--- src/rtl/tag_check.sv ---
// Tag table store/check stage fed by tag_generation.
// Writes record a word's tag; reads compare against it and flag violations.
module tag_check #(
   parameter int TAG_SIZE    = 8,
   parameter int ADDR_WIDTH  = 6,
   parameter int COUNT_WIDTH = 16
) (
   input  logic                   clk,
   input  logic                   reset,
   input  logic                   req_valid,
   output logic                   req_ready,
   input  logic                   req_write,
   input  logic [ADDR_WIDTH-1:0]  req_addr,
   input  logic [TAG_SIZE-1:0]    req_tag,
   output logic                   resp_valid,
   input  logic                   resp_ready,
   output logic [1:0]             resp_status,
   output logic [TAG_SIZE-1:0]    resp_tag,
   output logic [COUNT_WIDTH-1:0] violation_count,
   output logic                   alarm,
   input  logic                   alarm_clear
);

   localparam int DEPTH = 1 << ADDR_WIDTH;

   localparam logic [1:0] ST_OK     = 2'b00;
   localparam logic [1:0] ST_MISM   = 2'b01;
   localparam logic [1:0] ST_UNINIT = 2'b10;

   typedef enum logic [1:0] {
      S_IDLE,
      S_LOOKUP,
      S_RESP
   } state_e;

   state_e                 state_q, state_d;
   logic                   wr_q, wr_d;
   logic [ADDR_WIDTH-1:0]  addr_q, addr_d;
   logic [TAG_SIZE-1:0]    tag_q, tag_d;
   logic [TAG_SIZE-1:0]    rtag_q, rtag_d;
   logic [1:0]             st_q, st_d;
   logic [COUNT_WIDTH-1:0] cnt_q, cnt_d;
   logic                   alarm_q, alarm_d;
   logic [DEPTH-1:0]       valid_q, valid_d;
   logic [TAG_SIZE-1:0]    mem_q [DEPTH];
   logic                   mem_we;
   logic [TAG_SIZE-1:0]    stored;

   assign stored = mem_q[addr_q];

   always_comb begin
      state_d = state_q;
      wr_d    = wr_q;
      addr_d  = addr_q;
      tag_d   = tag_q;
      rtag_d  = rtag_q;
      st_d    = st_q;
      cnt_d   = cnt_q;
      valid_d = valid_q;
      mem_we  = 1'b0;
      alarm_d = alarm_clear ? 1'b0 : alarm_q;
      unique case (state_q)
         S_IDLE: begin
            if (req_valid) begin
               wr_d    = req_write;
               addr_d  = req_addr;
               tag_d   = req_tag;
               state_d = S_LOOKUP;
            end
         end
         S_LOOKUP: begin
            state_d = S_RESP;
            rtag_d  = stored;
            if (wr_q) begin
               mem_we          = 1'b1;
               valid_d[addr_q] = 1'b1;
               st_d            = ST_OK;
               rtag_d          = tag_q;
            end else if (!valid_q[addr_q]) begin
               st_d = ST_UNINIT;
            end else if (stored == tag_q) begin
               st_d = ST_OK;
            end else begin
               // A new violation outranks a same-cycle clear.
               st_d    = ST_MISM;
               alarm_d = 1'b1;
               if (cnt_q != '1) cnt_d = cnt_q + COUNT_WIDTH'(1);
            end
         end
         S_RESP: begin
            if (resp_ready) state_d = S_IDLE;
         end
         default: state_d = S_IDLE;
      endcase
   end

   always_ff @(posedge clk) begin
      if (reset) begin
         state_q <= S_IDLE;
         wr_q    <= 1'b0;
         addr_q  <= '0;
         tag_q   <= '0;
         rtag_q  <= '0;
         st_q    <= ST_OK;
         cnt_q   <= '0;
         alarm_q <= 1'b0;
         valid_q <= '0;
      end else begin
         state_q <= state_d;
         wr_q    <= wr_d;
         addr_q  <= addr_d;
         tag_q   <= tag_d;
         rtag_q  <= rtag_d;
         st_q    <= st_d;
         cnt_q   <= cnt_d;
         alarm_q <= alarm_d;
         valid_q <= valid_d;
      end
   end

   // Tag storage is not reset; the valid bits gate its meaning.
   always_ff @(posedge clk) begin
      if (!reset && mem_we) mem_q[addr_q] <= tag_q;
   end

   assign req_ready       = (state_q == S_IDLE);
   assign resp_valid      = (state_q == S_RESP);
   assign resp_status     = st_q;
   assign resp_tag        = rtag_q;
   assign violation_count = cnt_q;
   assign alarm           = alarm_q;

endmodule

--- config.mk ---
export PLATFORM = sky130hd
export DESIGN_NAME = tag_check
export DESIGN_NICKNAME = d
export VERILOG_FILES = /design/src/rtl/tag_check.sv
export SDC_FILE = /design/constraint.sdc
export NUM_CORES = 1
export LEC_CHECK = 0
export CAP_MARGIN = 0
export CORE_MARGIN = 1.5
export CORE_UTILIZATION = 50
export DETAILED_ROUTE_END_ITERATION = 16
export PLACE_DENSITY = 0.72
export SYNTH_ARGS = -nofsm -noshare
export SYNTH_HDL_FRONTEND = slang
export SYNTH_SLANG_ARGS = --single-unit
--- constraint.sdc ---
create_clock -name clk -period 6.51 [get_ports clk]
set_input_delay 0.651 -clock clk [delete_from_list [all_inputs] [get_ports clk]]
set_output_delay 0.651 -clock clk [all_outputs]
set_load 0.1 [all_outputs]
== Word-level counts from Yosys, hierarchy flattened ==
Memories as Yosys holds them, arrays and structs flattened. A register that Yosys moved wholly into a read port is not among the register bits.
Cells that the tools add are included.
W data, S select, Z words.

* Flip-flop bits (word level): 108
* Bits in writable memories: 512
* Bits of input ports: 20
* Output and inout port bits: 29
* Word-level logic and storage cells: 52
* Memories: 1

* $add $sub $neg: 1
* Magnitude comparators: 2
* Equality and inequality tests: 6
* Muxes and demuxes: 22
* Bitwise operators: 3
* Reduce and logical (&&, ||, !) cells: 8

{| class="wikitable"
|+ Memories
! name !! depth !! bits a word !! rd ports !! clocked after Yosys merged registers in !! write ports !! line !! RTL
|-
| mem_q || 64 || 8 || 1 || 1 || 1 || 45 || <nowiki>logic [TAG_SIZE-1:0] mem_q [DEPTH];</nowiki>
|}

{| class="wikitable"
|+ Operators by type and width
! kind !! count
|-
| $or A64 B64 Y64 || 1
|-
| $add A16 B1 Y16 const B || 1
|-
| $ne A16 B16 Y1 const B || 1
|-
| $mux W1 || 12
|-
| $mux W6 || 2
|-
| $eq A8 B8 Y1 || 1
|-
| $mux W2 || 4
|-
| $mux W8 || 1
|-
| $lt A6 B7 Y1 const B || 1
|-
| $bmux W1 S6 || 1
|-
| $demux W1 S6 || 1
|-
| $ge A6 B1 Y1 const B || 1
|-
| $pmux W2 S3 || 1
|-
| $reduce_and A2 Y1 || 3
|-
| $reduce_and A5 Y1 || 1
|-
| $eq A2 B1 Y1 const B || 1
|-
| $eq A2 B2 Y1 const B || 1
|-
| $logic_and A1 B1 Y1 || 2
|-
| $logic_not A2 Y1 || 1
|-
| $ne A2 B1 Y1 const B || 1
|-
| $ne A2 B2 Y1 const B || 1
|-
| $not A1 Y1 || 2
|-
| $logic_not A1 Y1 || 1
|}

== Longest topological paths before layout ==
Gate-level depths: netlist of the first run.

* Depth after elaboration: 5
* Gate-level depth with buffers: 15
* Gate-level depth less buffers: 10

== Worst setup path after synthesis of the first run ==
No wires, ideal clock.

* Kind: register to register
* Start point: register with a tool-made name
* End point: register cnt_q[3], in the netlist violation_count[3]
* Setup time: 0.121 ns
* Data arrival time: 2.980 ns
* Data required time: 6.389 ns
* Slack: 3.409 ns
* Stages on the path, launching flop included: 14
* Path buffers: 4
* Clock period less this slack: 3.101 ns
* Cells stage by stage: dfxtp_1 > buf_6 > buf_12 > buf_12 > mux4_1 > mux2_2 > o221ai_1 > o32a_1 > xnor2_1 > nor3_1 > and3_4 > buf_6 > nor4b_1 > mux2_2

{| class="wikitable"
|+ RTL lines
! element !! line !! RTL
|-
| end signal, assigned || 115 || <nowiki>cnt_q <= cnt_d;</nowiki>
|-
| end, declared || 42 || <nowiki>logic [COUNT_WIDTH-1:0] cnt_q, cnt_d;</nowiki>
|}

==> results of run 1 <==
==> cells by family (layout without fill, tap and decap cells) <==
family | Yosys count | in the layout | share of synthesized area
AND/OR/NAND/NOR | 294 | 294 | 0.05411
multiplexers | 236 | 236 | 0.1486
AO/OA/AOI/OAI | 212 | 212 | 0.06163
adder cells (fa/ha/maj) | 1 | 1 | 0.0005009
XOR/XNOR | 8 | 8 | 0.002805
flip-flops | 626 | 626 | 0.7070
buffers and inverters | 89 | 189 | 0.02530
==> final cells by class <==
cell class	count	area (sq um)	share of cell area
clock buffers	88	1645	0.05929
well taps	664	830.8	0.02994
flip-flops and latches	626	17680	0.6370
repair buffers	72	668.1	0.02408
multi-input cells	751	6684	0.2408
inverters	6	22.52	0.0008115
clock inverters	23	222.7	0.008025
==> metal layers <==
metal	GRT usage	routed length (um)
met1	0.3139	23520
met2	0.3632	27270
met3	0.04743	4737
met4	0.08731	2063
met5	0	13
==> worst max-delay path, delay by kind of cell (launching register included) <==
| family | cells | cell delay (ns) |
|---|---|---|
| DFF | 1 | 0.98 |
| and+or+nand+nor | 5 | 0.94 |
| AOI/OAI and AO/OA | 3 | 1.35 |
| xor gates and xnor gates | 1 | 0.19 |
| buffers and inverters | 1 | 0.48 |
| muxes | 1 | 0.37 |
==> power by group through the flow <==
stage	Combinational, uW	Sequential (uW)	Clock [uW]
2_1_floorplan	315	4500	0
3_3_place_gp	484	4480	0
3_5_place_dp	490	4480	0
4_1_cts	492	4390	3370
5_1_grt	519	4400	3510
6_report	495	4390	3330
==> per-stage QoR <==
stage,std cells,power (uW)
after floorplan,1466,4813
after global placement,2119,4963
after detailed placement,2119,4970
after CTS,2230,8258
after global routing,2230,8424
final,2230,8217
==> worst paths after layout <==
check                           startpoint                               to  slack [ns]  cells past startpoint
setup / recovery                      flop  violation_count[3]$_SDFFE_PP0P_        1.94                     11
hold / removal    valid_q[32]$_SDFFE_PP0P_         valid_q[32]$_SDFFE_PP0P_        0.45                      1
setup reg to reg                      flop  violation_count[3]$_SDFFE_PP0P_        1.94                     11
hold reg to reg   valid_q[32]$_SDFFE_PP0P_         valid_q[32]$_SDFFE_PP0P_        0.45                      1
==> flip-flops by register name, summed over array words and instances, names as in the netlist, named ones only <==
name,count
resp_tag,8
resp_status,2
tag_q,8
wr_q,1
state_q,2
addr_q,6
violation_count,16
valid_q,64
mem_q,512
alarm,1
==> placed cells by master (no fill, tap or decap), types with 26 or more instances in the layout <==
cell type        instances
edfxtp_1               512
mux2i_1                118
nor2_1                 113
dfxtp_1                103
nand2_1                 75
mux4_2                  64
a21o_1                  63
clkbuf_16               59
clkdlybuf4s50_1         47
a21oi_1                 43
mux4_1                  32
nor2b_1                 26
==> flow_metrics.tcl, run 1 <==
set metrics [dict create \
    status "complete, no violations" \
    ys_warn_count 0 \
    crit_path_cell_trace "buf_4 > nor2_1 > a22oi_1 > a31oi_1 > a2111oi_0 > nor2_1 > xnor2_1 > nor3_1 > and3_4 > nor4b_1 > mux2_2" \
    synth_edf_count 512 \
    peakVddDrop_mv 0.1967 \
    fillers 3670 \
    final-hold-violation-count 0 \
    syn_area_sq_um 24970 \
    cts_buffer_depth 3 \
    yosys.area.top_type "edfxtp_1" \
    clock_sink_count 626 \
    cp_slowest_stage_delay_ns 0.98 \
    start_kind "flop" \
    grt_pass1_vias 13510 \
    post-route-util 0.5646 \
    grt_pass1_wl_mm 85.84 \
    seqPwrFrac 0.535 \
    synth_top_area_frac 0.6157 \
    crit_type "flop to flop" \
    dieWidth_um 226.5 \
    setup_slack_ns 1.944 \
    p_switching_uw 1792 \
    syn-instance-count 1466 \
    htreeDepth 2 \
    first_pass_iters 5 \
    syn-num-nets 1487 \
    clk_pin_slew_ns 0.06 \
    synth.area.top_cells "edfxtp_1, dfxtp_1, mux4_2" \
    yosysMostFrequentCell "edfxtp_1" \
    timing.critical_path.mode_cell "nor2_1" \
    hold_class "flop to flop" \
    synth.distinct_cells 61 \
    drt_iter0_drc 1316 \
    gr-total-overflow 0 \
    layout.nets 1537 \
    maxSlewViolCount 0 \
    timing.hold.ws_ns 0.4495 \
    final_area_sq_um 27750 \
    wirelength_mm 57.60 \
    clk_latency_ns 0.62 \
    drive_gt1_frac 0.1386 \
    drc 0 \
    antenna_found_initial 1 \
    end_kind "flop" \
    async_reset_ff_frac 0 \
    p_leak_uw 0.009643 \
    synth-seq-cells 626 \
    ant_nets 0 \
    portBuffers 48 \
    area_growth_pct 11.13 \
    top_level_ports 49 \
    maxCapViolCount 0 \
    ys_seq_area_frac 0.7070 \
    fin_skew_ns 0.02125 \
    worstMarginPinSlew_ns 1.308 \
    cts_setup_buffers 0 \
    cp_slowest_cell "dfxtp_4" \
    cts_tree "done" \
    period_share 0.7013 \
    fmax_ghz 0.2190 \
    num_vias 13520 \
    pre_cts_ws_ns 2.006 \
    cts.repair.resized 0 \
    syn_area_per_cell_sq_um 17.03 \
    switching_share 0.2181 \
    critPathRequiredTime_ns 7.01 \
    power_density_nw_per_um2 296.1 \
    grt_usage 0.2292 \
    start_util 0.5081 \
    wire_per_inst_um 25.83 \
    cts_root_buf "clkbuf_16" \
    rsz0062_at_grt "false" \
    via_per_inst 6.062 \
    arrival_ns 5.06 \
    final.setup.tns_ns 0 \
    crit_fanout 59 \
    die_h_um 226.5 \
    hold_buffers 0 \
    ys_top_cells_by_count "edfxtp_1, mux2i_1, dfxtp_1" \
    design.core.area_sq_um 49150 \
    p_int_uw 6425 \
    clkPwrFrac 0.405 \
    cts_buffers 59 \
    dp.final_hpwl_mm 35.41 \
    yosys_most_used_dff "edfxtp_1" \
    relSlewSlack 0.1282 \
    setup_violations 0 \
    combPwrFrac 0.060 \
    placed_cell_area_sq_um 25880 \
    n_antenna_cell 0 \
    rows 81 \
    dieArea_sq_um 51300 \
    gp_congestion 0.8729 \
    grt_max_degree 68 \
    fin_crit_ns 4.566 \
]
No activity file was read; power rests on OpenSTA's default activity.
==> run 2: changes to the inputs <==
- clock period: 6.51 -> 4.4 ns (I/O delays scaled with it)
==> flow_metrics.tcl, run 2 (same netlist as run 1, synthesis figures left out) <==
set metrics [dict create \
    cts_setup_buffers 0 \
    critPathRequiredTime_ns 4.91 \
    worst-path-buf-inv 1 \
    gp_congestion 0.9001 \
    cts_root_buf "clkbuf_16" \
    largest_reg_flops 512 \
    multi_input_area_sq_um 6684 \
    clk_pin_slew_ns 0.06 \
    fin_crit_ns 4.040 \
    drt_iter0_drc 1521 \
    final.setup.tns_ns 0 \
    maxSlewViolCount 0 \
    htreeDepth 2 \
    wire_per_inst_um 26.16 \
    period_share 0.9181 \
    seqCellArea_sq_um 17680 \
    p_leak_uw 0.01008 \
    drive_gt1_frac 0.1833 \
    setup_violations 0 \
    top_level_ports 49 \
    dieArea_sq_um 51300 \
    grt_pass1_wl_mm 89.46 \
    largest-register "mem_q" \
    peakVddDrop_mv 0.3140 \
    fmax_ghz 0.2475 \
    worstMarginPinSlew_ns 1.036 \
    final_common_cell "edfxtp_1" \
    dieWidth_um 226.5 \
    cp_slowest_stage_delay_ns 0.89 \
    cts_tree "done" \
    cts_buffers 61 \
    power.total_uw 12350 \
    wl_met3_mm 5.663 \
    cts_buffer_depth 3 \
    portBuffers 48 \
    num_vias 14030 \
    status "complete, no violations" \
    antenna_found_initial 0 \
    post-route-util 0.5779 \
    clock_sink_count 626 \
    grt_usage 0.2408 \
    rows 81 \
    wirelength_mm 60.32 \
    cts.repair.resized 0 \
    crit_family "multiplexers" \
    fillers 3660 \
    ant_nets 0 \
    design.core.area_sq_um 49150 \
    area_growth_pct 13.75 \
    clk_latency_ns 0.63 \
    relSlewSlack 0.3072 \
    met1Wirelength_mm 24.19 \
    end_kind "flop" \
    rsz0062_at_grt "false" \
    maxCapViolCount 0 \
    hold_buffers 0 \
    first_pass_iters 6 \
    met2_wirelength_mm 28.20 \
    crit_fanout 52 \
    fin_skew_ns 0.02885 \
    layout.nets 1611 \
    grt_pass1_vias 13690 \
    timing.hold.ws_ns 0.1545 \
    grt_max_degree 67 \
    final_cell_mix "edfxtp_1, mux2i_1, nor2_1" \
    arrival_ns 4.55 \
    dp.final_hpwl_mm 38.08 \
    via_per_inst 6.085 \
    drc 0 \
    power_density_nw_per_um2 434.8 \
    n_antenna_cell 0 \
    die_h_um 226.5 \
    gr-total-overflow 0 \
    final-hold-violation-count 0 \
    cp_slowest_cell "dfxtp_4" \
    crit_path_cell_trace "buf_4 > mux4_1 > mux2i_1 > nor2_1 > a311oi_1 > o32a_2 > xnor2_1 > nor3_1 > and3_4 > nor4b_1 > mux2_2" \
    crit_type "flop to flop" \
    start_util 0.5081 \
    hold_class "input port to flop" \
    start_kind "flop" \
    top_layer "met4" \
]
==> run 2: cell count changes in the layout (fill, tap and decap cells not counted), moves of 3 or more <==
cell        change
buf_4          +70
clkbuf_1       -11
clkbuf_8        +4
clkinv_1        +3
clkinv_2        +4
clkinvlp_4      +3
==> run 2: worst reg2reg max path, stage by stage (launching register included) <==
cell      delay (ns)
dfxtp_4         0.89
buf_4           0.35
mux4_1          0.57
mux2i_1         0.16
nor2_1          0.07
a311oi_1        0.38
o32a_2          0.26
xnor2_1         0.12
nor3_1          0.09
and3_4          0.26
nor4b_1         0.39
mux2_2          0.38
==> run 2: where the power goes <==
group	switching (uW)	total [uW]	internal, uW
clock network	2200	5090	2890
registers	58.6	6490	6430
logic	501	772	271
total	2760	12400	9600
==> run 2: final timing paths <==
path,slack [ns],endpoint,start,depth (start not counted)
max,0.36,violation_count[3]$_SDFFE_PP0P_,flop,11
min,0.15,valid_q[28]$_SDFFE_PP0P_,reset,2
max reg2reg,0.36,violation_count[3]$_SDFFE_PP0P_,flop,11
min reg2reg,0.45,valid_q[4]$_SDFFE_PP0P_,valid_q[4]$_SDFFE_PP0P_,1
==> run 2: metal layers <==
layer | vias to the layer above | global-route usage
met3 | 137 | 0.05235
met2 | 674 | 0.3756
li1 | 6038 | -
met1 | 7182 | 0.3303
met4 | 0 | 0.09849
met5 | - | 0.004888
==> run 2: per-stage QoR <==
| step | worst slack (ns) | instance area [sq um] | std cells |
|---|---|---|---|
| after floorplan | 1.299 | 24970 | 1466 |
| after global placement | 0.4598 | 26450 | 2191 |
| after detailed placement | 0.3474 | 26450 | 2191 |
| after CTS | 0.3209 | 28410 | 2306 |
| after global routing | 0.1706 | 28410 | 2306 |
| final | 0.3603 | 28410 | 2306 |
==> run 2: cell type report <==
cell class,count,area share
Multi-Input combinational cell,751,0.2353
Clock inverter,32,0.008765
Clock buffer,83,0.06017
Tap cell,664,0.02925
Timing Repair Buffer,144,0.04343
Sequential cell,626,0.6223
Inverter,6,0.0007928
